File: config.mk
export PLATFORM = sky130hd
export DESIGN_NAME = bus_snoop_controller
export DESIGN_NICKNAME = d
export VERILOG_FILES = /design/src/rtl/bus_pkg.sv /design/src/rtl/snoop_collector.sv /design/src/rtl/bus_snoop_controller.sv
export SDC_FILE = /design/constraint.sdc
export NUM_CORES = 1
export LEC_CHECK = 0
export ABC_AREA = 1
export CELL_PAD_IN_SITES_DETAIL_PLACEMENT = 0
export CELL_PAD_IN_SITES_GLOBAL_PLACEMENT = 1
export CORE_AREA = 2 2 216 218
export CTS_CLUSTER_SIZE = 10
export DETAILED_ROUTE_END_ITERATION = 8
export DIE_AREA = 0 0 218 220
export MAX_ROUTING_LAYER = met4
export PLACE_DENSITY = 0.86
export REMOVE_ABC_BUFFERS = 1
export SETUP_SLACK_MARGIN = 0.05
export SLEW_MARGIN = 20
export SYNTH_ARGS = -nofsm -noshare
export SYNTH_HDL_FRONTEND = slang
export SYNTH_HIERARCHICAL = 1
export SYNTH_SLANG_ARGS = --single-unit
File: constraint.sdc
create_clock -name clk -period 2.65 [get_ports clk]
set_clock_uncertainty 0.1 [all_clocks]
set_input_delay 0.795 -clock clk [delete_from_list [all_inputs] [get_ports clk]]
set_output_delay 0.795 -clock clk [all_outputs]
set_load 0.005 [all_outputs]
File: src/rtl/bus_pkg.sv
// Shared types for the MESI bus snoop controller: bus commands, controller states,
// default snoop timeout and a saturating-counter helper.
package bus_pkg;

  typedef enum logic [1:0] {
    NONE     = 2'd0,
    BUS_RD   = 2'd1,
    BUS_RDX  = 2'd2,
    BUS_UPGR = 2'd3
  } bus_cmd_e;

  typedef enum logic [2:0] {
    S_IDLE,
    S_SNOOP,
    S_COLLECT,
    S_WB,
    S_MEM_RD,
    S_RESP,
    S_DONE
  } snoop_state_e;

  localparam int DEFAULT_SNOOP_TIMEOUT = 16;

  function automatic logic [15:0] sat_inc16(input logic [15:0] val);
    return (val == 16'hFFFF) ? val : val + 16'd1;
  endfunction

endpackage

File: src/rtl/snoop_collector.sv
// Accumulates snoop acks with a timeout and resolves hit/dirty/data for one transaction.
// Acks are taken only while active; clear restarts the accumulation and the timer.
module snoop_collector
  import bus_pkg::*;
#(
  parameter int NUM_L1        = 4,
  parameter int DATA_W        = 32,
  parameter int SNOOP_TIMEOUT = DEFAULT_SNOOP_TIMEOUT
) (
  input  logic                     clk,
  input  logic                     reset,
  input  logic                     clear,
  input  logic                     active,
  input  logic [NUM_L1-1:0]        mask,
  input  logic [1:0]               cmd,
  input  logic [NUM_L1-1:0]        snoop_ack,
  input  logic [NUM_L1-1:0]        snoop_hit,
  input  logic [NUM_L1-1:0]        snoop_dirty,
  input  logic [NUM_L1*DATA_W-1:0] snoop_data,
  output logic                     done,
  output logic                     timeout,
  output logic                     shared,
  output logic                     dirty_found,
  output logic [DATA_W-1:0]        data
);

  localparam int TIMER_W = $clog2(SNOOP_TIMEOUT) + 1;
  localparam logic [TIMER_W-1:0] TIMER_LAST = TIMER_W'(SNOOP_TIMEOUT - 1);

  logic [NUM_L1-1:0]  ack_seen_q, ack_seen_d;
  logic [NUM_L1-1:0]  hit_q, hit_d;
  logic [NUM_L1-1:0]  dirty_q, dirty_d;
  logic [TIMER_W-1:0] timer_q, timer_d;
  logic [DATA_W-1:0]  data_q [NUM_L1];
  logic [DATA_W-1:0]  data_d [NUM_L1];
  logic [DATA_W-1:0]  eff_data [NUM_L1];

  logic [NUM_L1-1:0] new_acks;
  logic [NUM_L1-1:0] hit_all;
  logic [NUM_L1-1:0] dirty_all;
  logic              all_acked;
  logic              expired;

  assign new_acks  = active ? (snoop_ack & mask) : '0;
  assign hit_all   = hit_q | (new_acks & snoop_hit);
  assign dirty_all = dirty_q | (new_acks & snoop_dirty);
  assign all_acked = ((ack_seen_q | new_acks) == mask);
  assign expired   = (timer_q == TIMER_LAST);

  assign done        = active && (all_acked || expired);
  assign timeout     = active && !all_acked && expired;
  assign shared      = (cmd == BUS_RD) && (|hit_all);
  assign dirty_found = |dirty_all;

  always_comb begin
    ack_seen_d = clear ? '0 : (ack_seen_q | new_acks);
    hit_d      = clear ? '0 : hit_all;
    dirty_d    = clear ? '0 : dirty_all;
    timer_d    = timer_q;
    if (clear) begin
      timer_d = '0;
    end else if (active && !expired) begin
      timer_d = timer_q + 1'b1;
    end
    for (int i = 0; i < NUM_L1; i++) begin
      eff_data[i] = new_acks[i] ? snoop_data[i*DATA_W +: DATA_W] : data_q[i];
      data_d[i]   = clear ? '0 : eff_data[i];
    end
  end

  // Lowest-index dirty responder supplies the line
  always_comb begin
    data = '0;
    for (int i = NUM_L1 - 1; i >= 0; i--) begin
      if (dirty_all[i]) begin
        data = eff_data[i];
      end
    end
  end

  always_ff @(posedge clk or negedge reset) begin
    if (!reset) begin
      ack_seen_q <= '0;
      hit_q      <= '0;
      dirty_q    <= '0;
      timer_q    <= '0;
      for (int i = 0; i < NUM_L1; i++) begin
        data_q[i] <= '0;
      end
    end else begin
      ack_seen_q <= ack_seen_d;
      hit_q      <= hit_d;
      dirty_q    <= dirty_d;
      timer_q    <= timer_d;
      for (int i = 0; i < NUM_L1; i++) begin
        data_q[i] <= data_d[i];
      end
    end
  end

endmodule

File: src/rtl/bus_snoop_controller.sv
// Sequences one MESI bus transaction: latch, snoop, collect, writeback/memory read, respond.
// Optional SNOOP_STATS_EN adds saturating transaction, cache-to-cache and timeout counters.
module bus_snoop_controller
  import bus_pkg::*;
#(
  parameter int NUM_L1        = 4,
  parameter int ADDR_W        = 32,
  parameter int DATA_W        = 32,
  parameter int SNOOP_TIMEOUT = DEFAULT_SNOOP_TIMEOUT
) (
  input  logic                     clk,
  input  logic                     reset,
  input  logic [NUM_L1-1:0]        bus_grant,
  input  logic [NUM_L1*2-1:0]      req_cmd,
  input  logic [NUM_L1*ADDR_W-1:0] req_addr,
  output logic                     snoop_valid,
  output logic [1:0]               snoop_cmd,
  output logic [ADDR_W-1:0]        snoop_addr,
  output logic [NUM_L1-1:0]        snoop_mask,
  input  logic [NUM_L1-1:0]        snoop_ack,
  input  logic [NUM_L1-1:0]        snoop_hit,
  input  logic [NUM_L1-1:0]        snoop_dirty,
  input  logic [NUM_L1*DATA_W-1:0] snoop_data,
  output logic                     mem_req,
  output logic                     mem_we,
  output logic [ADDR_W-1:0]        mem_addr,
  output logic [DATA_W-1:0]        mem_wdata,
  input  logic                     mem_ack,
  input  logic [DATA_W-1:0]        mem_rdata,
  output logic [NUM_L1-1:0]        resp_valid,
  output logic [DATA_W-1:0]        resp_data,
  output logic                     resp_shared,
  output logic                     bus_busy,
`ifdef SNOOP_STATS_EN
  output logic                     timeout_err,
  output logic [15:0]              stat_txn,
  output logic [15:0]              stat_c2c,
  output logic [15:0]              stat_timeout
`else
  output logic                     timeout_err
`endif
);

  localparam int OWN_W = (NUM_L1 > 1) ? $clog2(NUM_L1) : 1;

  snoop_state_e      state_q, state_d;
  logic [OWN_W-1:0]  owner_q, owner_d;
  bus_cmd_e          cmd_q, cmd_d;
  logic [ADDR_W-1:0] addr_q, addr_d;
  logic [DATA_W-1:0] data_q, data_d;
  logic              shared_q, shared_d;

  logic [OWN_W-1:0]  grant_idx;
  logic [1:0]        cmd_sel;
  logic [ADDR_W-1:0] addr_sel;
  logic              start;
  logic [NUM_L1-1:0] owner_onehot;

  logic              col_done;
  logic              col_timeout;
  logic              col_shared;
  logic              col_dirty;
  logic [DATA_W-1:0] col_data;

  // Lowest granted index wins if the arbiter ever presents more than one bit
  always_comb begin
    grant_idx = '0;
    cmd_sel   = '0;
    addr_sel  = '0;
    for (int i = NUM_L1 - 1; i >= 0; i--) begin
      if (bus_grant[i]) begin
        grant_idx = OWN_W'(i);
        cmd_sel   = req_cmd[i*2 +: 2];
        addr_sel  = req_addr[i*ADDR_W +: ADDR_W];
      end
    end
  end

  assign start        = (|bus_grant) && (cmd_sel != NONE);
  assign owner_onehot = NUM_L1'(1) << owner_q;

  snoop_collector #(
    .NUM_L1        (NUM_L1),
    .DATA_W        (DATA_W),
    .SNOOP_TIMEOUT (SNOOP_TIMEOUT)
  ) u_collector (
    .clk         (clk),
    .reset       (reset),
    .clear       (state_q == S_SNOOP),
    .active      (state_q == S_COLLECT),
    .mask        (~owner_onehot),
    .cmd         (cmd_q),
    .snoop_ack   (snoop_ack),
    .snoop_hit   (snoop_hit),
    .snoop_dirty (snoop_dirty),
    .snoop_data  (snoop_data),
    .done        (col_done),
    .timeout     (col_timeout),
    .shared      (col_shared),
    .dirty_found (col_dirty),
    .data        (col_data)
  );

  always_ff @(posedge clk or negedge reset) begin
    if (!reset) begin
      state_q <= S_IDLE;
    end else begin
      state_q <= state_d;
    end
  end

  always_comb begin
    state_d = state_q;
    case (state_q)
      S_IDLE:    if (start) state_d = S_SNOOP;
      S_SNOOP:   state_d = S_COLLECT;
      S_COLLECT: begin
        if (col_done) begin
          if (cmd_q == BUS_UPGR) state_d = S_RESP;
          else if (col_dirty)    state_d = S_WB;
          else                   state_d = S_MEM_RD;
        end
      end
      S_WB:      if (mem_ack) state_d = S_RESP;
      S_MEM_RD:  if (mem_ack) state_d = S_RESP;
      S_RESP:    state_d = S_DONE;
      S_DONE:    if (!bus_grant[owner_q]) state_d = S_IDLE;
      default:   state_d = S_IDLE;
    endcase
  end

  always_comb begin
    owner_d  = owner_q;
    cmd_d    = cmd_q;
    addr_d   = addr_q;
    data_d   = data_q;
    shared_d = shared_q;
    if (state_q == S_IDLE && start) begin
      owner_d  = grant_idx;
      cmd_d    = bus_cmd_e'(cmd_sel);
      addr_d   = addr_sel;
      data_d   = '0;
      shared_d = 1'b0;
    end else if (state_q == S_COLLECT && col_done) begin
      shared_d = col_shared;
      data_d   = (cmd_q != BUS_UPGR && col_dirty) ? col_data : '0;
    end else if (state_q == S_MEM_RD && mem_ack) begin
      data_d = mem_rdata;
    end
  end

  always_ff @(posedge clk or negedge reset) begin
    if (!reset) begin
      owner_q  <= '0;
      cmd_q    <= NONE;
      addr_q   <= '0;
      data_q   <= '0;
      shared_q <= 1'b0;
    end else begin
      owner_q  <= owner_d;
      cmd_q    <= cmd_d;
      addr_q   <= addr_d;
      data_q   <= data_d;
      shared_q <= shared_d;
    end
  end

  always_comb begin
    snoop_valid = 1'b0;
    snoop_cmd   = cmd_q;
    snoop_addr  = addr_q;
    snoop_mask  = '0;
    mem_req     = 1'b0;
    mem_we      = 1'b0;
    mem_addr    = '0;
    mem_wdata   = '0;
    resp_valid  = '0;
    resp_data   = '0;
    resp_shared = 1'b0;
    bus_busy    = (state_q != S_IDLE);
    case (state_q)
      S_SNOOP: begin
        snoop_valid = 1'b1;
        snoop_mask  = ~owner_onehot;
      end
      S_WB: begin
        mem_req   = 1'b1;
        mem_we    = 1'b1;
        mem_addr  = addr_q;
        mem_wdata = data_q;
      end
      S_MEM_RD: begin
        mem_req  = 1'b1;
        mem_addr = addr_q;
      end
      S_RESP: begin
        resp_valid  = owner_onehot;
        resp_data   = data_q;
        resp_shared = shared_q;
      end
      default: ;
    endcase
  end

  assign timeout_err = col_timeout;

`ifdef SNOOP_STATS_EN
  logic [15:0] stat_txn_q, stat_txn_d;
  logic [15:0] stat_c2c_q, stat_c2c_d;
  logic [15:0] stat_timeout_q, stat_timeout_d;

  always_comb begin
    stat_txn_d     = stat_txn_q;
    stat_c2c_d     = stat_c2c_q;
    stat_timeout_d = stat_timeout_q;
    if (state_d == S_RESP && state_q != S_RESP) stat_txn_d = sat_inc16(stat_txn_q);
    if (state_d == S_WB && state_q != S_WB)     stat_c2c_d = sat_inc16(stat_c2c_q);
    if (col_timeout)                            stat_timeout_d = sat_inc16(stat_timeout_q);
  end

  always_ff @(posedge clk or negedge reset) begin
    if (!reset) begin
      stat_txn_q     <= '0;
      stat_c2c_q     <= '0;
      stat_timeout_q <= '0;
    end else begin
      stat_txn_q     <= stat_txn_d;
      stat_c2c_q     <= stat_c2c_d;
      stat_timeout_q <= stat_timeout_d;
    end
  end

  assign stat_txn     = stat_txn_q;
  assign stat_c2c     = stat_c2c_q;
  assign stat_timeout = stat_timeout_q;
`endif

endmodule
==> reports/metrics.cfg <==
[run_status]
status = finished, violations left
violations = negative setup slack

[drt]
avgViaCountPerCell = 4.88
antenna_left = 0
vias = 15300
drc = 0
drt-total-wl_um = 65600
wl_per_cell_um = 20.9
drtIter0Drc = 1262
drt-pass1-iter-count = 5

[clock_network]
cts.clk_slew.worst_paths_ns = 0.05
cts_tree = done
insertion_delay_ns = 0.59
cts_root_buffer = clkbuf_16
cts_buffers = 28
cts_buffer_depth = 3
htreeDepth = 1
clock_sink_count = 217

[critical_path]
critical_path.cell_chain = buf_6 > buf_6 > nor2_4 > buf_4 > buf_6 > buf_6 > buf_6 > buf_6 > buf_6
crit_type = reg -> out
ff2ff_path_depth = 21
arrival_ns = 1.98
cpPeakStageDelay_ns = 0.40
crit_path_start_kind = register
reg2reg_from = state_q[1]$_DFFE_PN0P_
reg2reg_to = data_q[15]$_DFFE_PN0P_
endpoint = mem_we
reg2reg_slack_ns = -0.13
cp_common_cell = buf_6
slowest_stage = dfrtp_1
required_ns = 1.76
cp_max_fo = 3
cp-startpoint = state_q[2]$_DFFE_PN0P_
crit_path_end_kind = output pin

[worst_hold_path]
hold_path_class = reg -> reg

[placed_design]
io_buffers = 458
dp_hpwl_um = 45000
dp_slack_ns = -0.661
routabilityCongestion = 1.01

[cells_and_area]
num-fill-cells = 4513
seq_area_sq_um = 5430
syn_to_final_growth_pct = 69.0
drive_above_1_share_pct = 25.9
multi_input_area_sq_um = 6990
fin_util_pct = 48.1
final_nets = 2835

[synthesis]
synth.most_common_cell = nand2_1
yosysWarnings = 6
syn_inst = 1904
yosysTopAreaCellShare_pct = 41.6
synth.distinct_cells = 36
synthTopCellsByArea = dfrtp_1 (42%), nand2_1 (15%), nor2_1 (6.7%), inv_1 (5.7%), a21oi_1 (5.4%)
async_reset_ff_share_pct = 100
ys.flop_type = dfrtp_1
synth_top_area_cell = dfrtp_1
ys_seq_area_share_pct = 41.6
synth-seq-cells = 217
syn_area_sq_um = 13000
synth-edff-count = 0
avgSynthCellArea_sq_um = 6.85
netlist_top_cells_count = nand2_1 (526), nor2_1 (233), dfrtp_1 (217)

[floorplanning]
die_w_um = 218
dieHeight_um = 220
num_rows = 79
core_area_sq_um = 45900
io_pins = 459
die_area_sq_um = 48000
initial_core_util_pct = 28.4

[grt]
antenna_found_initial = 5
grt_overflow = 0
grt_pass1_vias = 15200
grt_pass1_wl_um = 91900
grt_max_degree = 144
grt_usage_pct = 26.3

[sta]
setup_slack_ns = -0.221
setup_tns_ns = -16.08
grt_setup_unrepaired = yes
setup_viol = 138
tightest_slew_ns = 0.740
final_hold_viol_count = 0
maxSlewHeadroom_pct = 50.7
slew_viol_final = 0
post-route-period-util_pct = 108
max_clock_freq_ghz = 0.348
period_needed_ns = 2.87

[power_and_ir_drop]
power.density_nw_per_um2 = 996
p_leak_nw = 10.8
vdd.ir_drop.worst_mv = 0.706

[flow_run]
drv_cap = 0

-- worst min path at each step --
stage	from	endpoint	slack (ns)	cells past startpoint
after floorplan	u_collector/timer_q[3]$_DFFE_PN0P_	u_collector/timer_q[3]$_DFFE_PN0P_	0.34	1
after global placement	u_collector/timer_q[3]$_DFFE_PN0P_	u_collector/timer_q[3]$_DFFE_PN0P_	0.35	1
after detailed placement	u_collector/timer_q[3]$_DFFE_PN0P_	u_collector/timer_q[3]$_DFFE_PN0P_	0.36	1
after CTS	u_collector/timer_q[3]$_DFFE_PN0P_	u_collector/timer_q[3]$_DFFE_PN0P_	0.37	1
after global routing	u_collector/timer_q[3]$_DFFE_PN0P_	u_collector/timer_q[3]$_DFFE_PN0P_	0.39	1
final	u_collector/timer_q[3]$_DFFE_PN0P_	u_collector/timer_q[3]$_DFFE_PN0P_	0.37	1
-- logic make-up after synthesis --
kind of cell	Yosys count	share of synthesized area, %
flip-flops	217	41.6
AO/OA/AOI/OAI	390	16.1
AND/OR/NAND/NOR	947	30.7
adder cells (fa/ha/maj)	2	0.192
buffers and inverters	348	11.4
-- critical path, delay by kind of cell (launching register included) --
kind	cells	cell delay (ns)
and+or+nand+nor	1	0.15
DFF	1	0.40
buffers and inverters	8	0.83
-- layout by cell type, fill, tap and decap left out, types with 39 or more instances in the layout --
cell type        instances
buf_4                  165
a21oi_1                135
o21ai_0                102
nor2_1                 136
dfrtp_1                215
nor2_2                  41
nand4_1                 68
inv_1                  185
nor2_4                  61
nand2_1                478
buf_6                   68
nand3_1                 39
o21ai_1                 90
buf_2                   79
clkdlybuf4s50_1        345
-- routing by layer --
metal | up-vias | wire, um | GRT usage [%]
met5 | - | 0 | -
met4 | 0 | 2750 | 10.4
met3 | 111 | 5030 | 4.24
met2 | 675 | 32600 | 45.8
met1 | 7282 | 25200 | 30.2
li1 | 7280 | - | -
-- sequential cells by signal, indices dropped and copies added (netlist names) --
signal,flops
u_collector/data_q,128
data_q,32
snoop_addr,32
u_collector/timer_q,5
u_collector/ack_seen_q,4
u_collector/dirty_q,4
u_collector/hit_q,4
state_q,3
owner_q,2
snoop_cmd,2
shared_q,1
-- area by class of cell --
cell class / count / area share [%]
Antenna cell: 5 / 0.0568
Inverter: 209 / 3.70
Timing Repair Buffer: 723 / 32.5
Sequential cell: 217 / 24.6
Tap cell: 607 / 3.45
Multi-Input combinational cell: 1339 / 31.7
Clock buffer: 42 / 3.69
Clock inverter: 4 / 0.227
-- metrics by stage --
step                instance area (sq um)  power (mW)  cells  hold slack, ns
global route                        22000        23.4   3146           0.392
detailed placement                  19300        15.9   3007           0.358
floorplan                           12400        9.89   1765           0.337
CTS                                 20900        20.9   3110           0.365
finish                              22000        21.9   3146           0.369
global placement                    19300        15.7   3007           0.347
-- what timing repair did --
action,CTS,global route
endpoints found under the setup margin,144,143
gates resized for setup,592,223
gates cloned,10,12
setup buffers,47,32
hold endpoints to repair,25,0
hold buffers,1,0
pin swaps,23,55
-- where the power goes --
part	total (mW)	internal, mW	switching (mW)	leakage [nW]
registers	5.31	4.72	0.594	2.90
logic	13.0	5.68	7.33	7.46
clock network	3.63	2.10	1.53	0.413
total	21.9	12.5	9.45	10.8
(Power assumes the default switching activity.)
